**src/rtl/uart_tx.sv**
```systemverilog
// uart_tx: FIFO-draining UART transmitter, 16x oversampled, with built-in baud divider
module uart_tx #(
  parameter int DBIT     = 8,
  parameter int SB_TICK  = 16,
  parameter int BAUD_DIV = 163
) (
  input  logic       CLK,
  input  logic       RESET,
  input  logic       fifo_empty,
  input  logic [7:0] fifo_r_data,
  output logic       fifo_rd,
  output logic       tx,
  output logic       tx_busy,
  output logic       tx_done_tick
);
  localparam int DVW = $clog2(BAUD_DIV);
  localparam int SW  = $clog2(SB_TICK > 16 ? SB_TICK : 16);
  localparam int NW  = $clog2(DBIT);
  typedef enum logic [1:0] {IDLE, START, DATA, STOP} state_t;
  state_t          state_q, state_d;
  logic [DVW-1:0]  div_q, div_d;
  logic [SW-1:0]   s_q, s_d;
  logic [NW-1:0]   n_q, n_d;
  logic [DBIT-1:0] sh_q, sh_d;
  logic            tx_q, tx_d;
  logic            tick;
  assign tick    = div_q == DVW'(BAUD_DIV - 1);
  assign tx      = tx_q;
  assign tx_busy = state_q != IDLE;
  // next-state, counters, pop request and done pulse; tx is precomputed from the next state so the line is a flop
  always_comb begin
    state_d      = state_q;
    div_d        = state_q == IDLE ? '0 : (tick ? '0 : div_q + 1'b1);
    s_d          = state_q == IDLE ? '0 : (tick ? s_q + 1'b1 : s_q);
    n_d          = state_q == IDLE ? '0 : n_q;
    sh_d         = sh_q;
    fifo_rd      = 1'b0;
    tx_done_tick = 1'b0;
    case (state_q)
      IDLE: if (RESET && !fifo_empty) begin
        fifo_rd = 1'b1;
        sh_d    = fifo_r_data[DBIT-1:0];
        state_d = START;
      end
      START: if (tick && s_q == SW'(15)) begin
        s_d     = '0;
        state_d = DATA;
      end
      DATA: if (tick && s_q == SW'(15)) begin
        s_d     = '0;
        sh_d    = sh_q >> 1;
        n_d     = n_q == NW'(DBIT - 1) ? '0 : n_q + 1'b1;
        state_d = n_q == NW'(DBIT - 1) ? STOP : DATA;
      end
      STOP: if (tick && s_q == SW'(SB_TICK - 1)) begin
        s_d          = '0;
        tx_done_tick = 1'b1;
        state_d      = IDLE;
      end
      default: state_d = IDLE;
    endcase
    tx_d = state_d == START ? 1'b0 : (state_d == DATA ? sh_d[0] : 1'b1);
  end
  // state and datapath registers; reset drives the line high at once
  always_ff @(posedge CLK or negedge RESET) begin
    if (!RESET) begin
      state_q <= IDLE;
      div_q   <= '0;
      s_q     <= '0;
      n_q     <= '0;
      sh_q    <= '0;
      tx_q    <= 1'b1;
    end else begin
      state_q <= state_d;
      div_q   <= div_d;
      s_q     <= s_d;
      n_q     <= n_d;
      sh_q    <= sh_d;
      tx_q    <= tx_d;
    end
  end
endmodule

```
**config.mk**
```make
export PLATFORM = sky130hd
export DESIGN_NAME = uart_tx
export DESIGN_NICKNAME = d
export VERILOG_FILES = /design/src/rtl/uart_tx.sv
export SDC_FILE = /design/constraint.sdc
export NUM_CORES = 1
export LEC_CHECK = 0
export BUFFER_PORTS_ARGS = -buffer_cell sky130_fd_sc_hd__buf_2
export CAP_MARGIN = 20
export CORE_MARGIN = 2
export CORE_UTILIZATION = 59
export CTS_BUF_LIST = sky130_fd_sc_hd__clkbuf_8
export CTS_CLUSTER_DIAMETER = 50
export DETAILED_ROUTE_END_ITERATION = 8
export GPL_TIMING_DRIVEN = 0
export PLACE_DENSITY = 0.78
export SYNTH_ARGS = -nofsm -noshare
export SYNTH_HDL_FRONTEND = slang
export SYNTH_SLANG_ARGS = --single-unit
export TNS_END_PERCENT = 30
```
**constraint.sdc**
```tcl
create_clock -name CLK -period 2.59 [get_ports CLK]
set_input_delay 0.259 -clock CLK [delete_from_list [all_inputs] [get_ports CLK]]
set_output_delay 0.259 -clock CLK [all_outputs]
set_load 0.005 [all_outputs]
```
Yosys cells after proc, flatten, opt, wreduce, memory -nomap -nowiden
Index checks and enable logic that the tools add are counted.
Word-level totals
  bits in registers: 26
  word-level logic and storage cells: 53
Operators by class
  $add $sub $neg: 3
  equal/unequal tests: 10
  muxes and demuxes: 25
  reductions and logical operators: 8
Operators with widths (number)
  $mux 8: 4
  $mux 4: 4
  $pmux 8 s2: 1
  $mux 3: 4
  $add 8x1->8 const B: 1
  $eq 8x8->1 const B: 1
  $mux 2: 4
  $pmux 2 s4: 1
  $mux 1: 7
  $eq 2x2->1 const B: 3
  $add 4x1->4 const B: 1
  $eq 2x1->1 const B: 2
  $eq 4x4->1 const B: 1
  $reduce_bool 2->1: 2
  $add 3x1->3 const B: 1
  $eq 3x3->1 const B: 1
  $reduce_and 3->1: 1
  $reduce_or 3->1: 1
  $logic_and 1x1->1: 2
  $logic_not 2->1: 1
  $ne 2x1->1 const B: 1
  $ne 2x2->1 const B: 1
  $logic_not 1->1: 1

Longest topological paths before layout
  word-level depth: 7
  gate-level depth with buffers: 7

Least setup slack after synthesis
OpenSTA, ideal clock, no wires.
  kind: register -> register
  from: register div_q[0]
  to: register tx_q (netlist: tx)
  setup time: 0.082 ns
  arrival time: 2.044 ns
  required time: 2.508 ns
  slack: 0.464 ns
  stages on the path, launching flop included: 8
  period minus slack after synthesis: 2.126 ns
  path through: dfrtp_1 > inv_1 > ha_1 > or3b_4 > nor4_4 > nor3b_1 > or3b_1 > mux2_2
Between the ends
  longest elaborated chain between the ends: 7
Ends and longest elaborated chain
  start, declared: RTL line 21  | logic [DVW-1:0] div_q, div_d;
  start signal, assigned: RTL line 75  | div_q <= div_d;
  $eq 8x8->1 (*): RTL line 27  | assign tick = div_q == DVW'(BAUD_DIV - 1);
  $logic_and 1x1->1 (*): RTL line 45, 49, 55
  $mux 2, on equally long branches: RTL line 55, 45, 49
  $pmux 2 s4: RTL line 39  | case (state_q)
  $eq 2x2->1: RTL line 62  | tx_d = state_d == START ? 1'b0 : (state_d == DATA ? sh_d[0] : 1'b1);
  $mux 1: RTL line 62
  $mux 1 (*): RTL line 62
  via tx_d: RTL line 25  | logic tx_q, tx_d;
  end signal, assigned: RTL line 79  | tx_q <= tx_d;
  end, declared: RTL line 25
Mark *: on every way through the listed nets, which the timed path passes. The rest lies on a longest branch. The select of a mux whose other input is x is not followed.
A chain may end at the register's enable or synchronous reset.

Worst setup path after layout
Same ends and word-level chain as after synthesis.

==> impl_metrics.tcl <==
set metrics [dict create \
    status "completed" \
    synth_seq_cells 26 \
    post_synth_and_or_nand_nor_area_fraction_pct 25.0 \
    die_width_um 50.2 \
    floorplan.die_area_sq_um 2520 \
    cts_inserted_buffers 3 \
    post_synth_fa_ha_maj_area_fraction_pct 4.98 \
    core_region_area_sq_um 1980 \
    power_density_nw_per_um2 740 \
    min_path_type "input pin to flip-flop" \
    grt_antenna_before_repair 0 \
    viasPerCell 5.41 \
    globalRouteOverflowTotal 0 \
    setup_slack_ps 289 \
    fillers 137 \
    vdd_drop_max_mv 0.465 \
    synth_top_cells_by_area "dfrtp_1, nand2_1, ha_1, nor2_1, a22oi_1" \
    grt_pass1_vias 929 \
    slew_headroom_pct 71.8 \
    gpl.final_weighted_congestion 0.751 \
    yosysWarningCount 0 \
    cts-root-to-sink-buffers 2 \
    critical_path_start_type "flip-flop" \
    synth_seq_area_share_pct 51.8 \
    netlist_top_cells_count "dfrtp_1, nand2_1, nor2_1, a22oi_1, nand3_1" \
    synth_top_family_by_area "simple AND/OR/NAND/NOR gates" \
    pwr-share-seq_pct 50.8 \
    cts_tree "done" \
    final_hold_viols 0 \
    cap_violations 0 \
    total_leakage_power_nw 0.704 \
    num_vias 941 \
    drt_iter0_markers 18 \
    combPwrFrac_pct 18.1 \
    synth_enable_flop_cells 0 \
    die_h_um 50.2 \
    synth_top_area_cell "dfrtp_1" \
    timing.critical_path.cells "inv_1 > ha_1 > or3b_4 > nor4_4 > nor3b_1 > or3b_1 > mux2_2" \
    final.min_clock_period_ps 2300 \
    design.portCount 15 \
    area_taken_by_flip_flops_and_latches_sq_um 652 \
    worstSetupEndpointType "flip-flop" \
    area_delta_synth_final_pct 15.3 \
    grt_usage_pct 20.3 \
    cell_with_the_largest_stage_delay_on_the_worst_path "dfrtp_1" \
    finalSetupTns_ps 0 \
    worstMarginPinSlew_ps 421 \
    critical_path_required_ps 2790 \
    final_min_period_over_clock_period_pct 88.8 \
    intPower_w 0.000787 \
    synth.net_count 144 \
    rsz0062_at_grt "no" \
    numClockSinks 26 \
    fin_skew_ps 4.85 \
    final_max_slew_viol_count 0 \
    setup_failing_eps_final 0 \
    netlist.area_leader.share_pct 49.8 \
    fmax_mhz 435 \
    routedWlPerCell_um 12.6 \
    pre_cts_ws_ps 292 \
    synth_compound_gate_area_share_pct 9.55 \
    clock_latency_ps 270 \
    cts_setup_buffers 0 \
    cts_root_buf "clkbuf_8" \
    start_util_pct 63.4 \
    fraction_of_synthesized_area_in_multiplexers_pct 0.896 \
    drt_drc_violations_left 0 \
    critical_path.top_delay_family "simple AND/OR/NAND/NOR gates" \
    multi_input_comb_area_sq_um 583 \
    grt_start_max_net_pins 28 \
    syn_inst 128 \
    critPathArrivalTime_ps 2500 \
    cp_max_fo 7 \
    detailedPlacementHpwl_um 1630 \
    yosys.area_share.xor_xnor_pct 5.57 \
    final_net_count 164 \
    cts_max_level 1 \
    critPathKind "flip-flop to flip-flop" \
    synth_top_flop_cell "dfrtp_1" \
    post_route_cells_drive_above_1_share_pct 19.7 \
    power.share.clock_pct 31.1 \
    clk_pin_slew_ps 90 \
    drt_pass1_iterations 4 \
    synth_area_per_cell_sq_um 9.82 \
    mappedNetlistArea_sq_um 1260 \
    place.port_buffers 14 \
    synth_async_sr_flop_share_pct 100 \
    n_antenna_cell 0 \
    p_sw_share_pct 26.6 \
    ant_nets 0 \
    postRouteWirelength_um 2200 \
    std_cell_rows 16 \
    timing.critical_path.buf_inv 1 \
    grt_first_pass_wirelength_um 3900 \
    p_sw_w 0.000285 \
    synth.lib_cells_used.distinct 29 \
    critPathMaxStageDelay_ps 430 \
]
cell families after synthesis:
| family | count (synthesis) |
|---|---|
| xor+xnor | 8 |
| buf+inv | 7 |
| compound gates | 18 |
| mux | 1 |
| fa+ha+maj | 5 |
| flops | 26 |
| simple gates | 63 |
metrics by stage:
| step | util (%) | power, W | instances | hold slack, ps | cell area, sq um |
|---|---|---|---|---|---|
| global placement | 68.7 | 0.000732 | 169 | 283 | 1360 |
| CTS | 72.8 | 0.00108 | 174 | 182 | 1440 |
| detailed placement | 68.7 | 0.000747 | 169 | 290 | 1360 |
| finish | 73.2 | 0.00107 | 174 | 186 | 1450 |
| global route | 73.2 | 0.00113 | 174 | 199 | 1450 |
| floorplan | - | 0.000684 | 128 | -36.6 | 1260 |
power groups by stage:
stage	Sequential (W)	Clock [W]	Combinational [W]
after floorplan	0.000540	0	0.000144
after detailed placement	0.000553	0	0.000194
final	0.000545	0.000333	0.000194
after global placement	0.000549	0	0.000183
after global routing	0.000554	0.000354	0.000223
after CTS	0.000545	0.000338	0.000195
flip-flops by register name (all words and copies together) (netlist names):
register,count
div_q,8
sh_q,8
s_q,4
n_q,3
state_q,2
tx,1
cell type report:
class                      count  share of cell area, %
sequential                    26                   45.0
multi-input combinational     95                   40.2
timing repair buffer          15                   5.69
clock buffer                   3                   2.85
tap                           27                   2.33
clock inverter                 1                   2.07
inverter                       5                   1.29
buffer                         2                  0.604
what timing repair did:
| action | CTS | global route |
|---|---|---|
| hold buffers | 1 | 0 |
| resized for setup | 0 | 2 |
| endpoints found under the hold margin | 25 | 0 |
| endpoints found under the setup margin | 0 | 1 |
cells in the final DEF, fill, tap and decap left out, drive strengths merged, types with 3 or more instances in the layout:
master / n
xor2: 5
nand2: 25
buf: 14
clkbuf: 5
inv: 5
dfrtp: 25
nor2: 15
a22oi: 6
xnor2: 3
a21oi: 4
or2: 3
o21ai: 5
nand3: 6
ha: 5
and3: 3
path summary, 6_finish.rpt:
kind / start / to / slack [ps] / cells past startpoint
worst min register to register: sh_q[1] / sh_q[1] / 480 / 2
worst max register to register: div_q[0] / tx / 290 / 7
worst min-delay path: fifo_r_data[7] / sh_q[7] / 190 / 3
min in group asynchronous: RESET / n_q[0] / 450 / 2
worst max-delay path: div_q[0] / tx / 290 / 7
max in group asynchronous: RESET / tx / 1850 / 2
metal layers:
layer	GRT usage, %	routed length [um]
met3	3.27	65
met5	0	0
met4	8.33	13
met1	27.5	1040
met2	32.5	1080
worst register-to-register path, cell delays in order, from the launching register on:
cell     delay, ps
dfrtp_1        430
inv_1           70
ha_1           130
or3b_4         400
nor4_4         430
nor3b_1        120
or3b_1         390
mux2_2         270
Note: power is estimated with default switching activity, not from simulation.
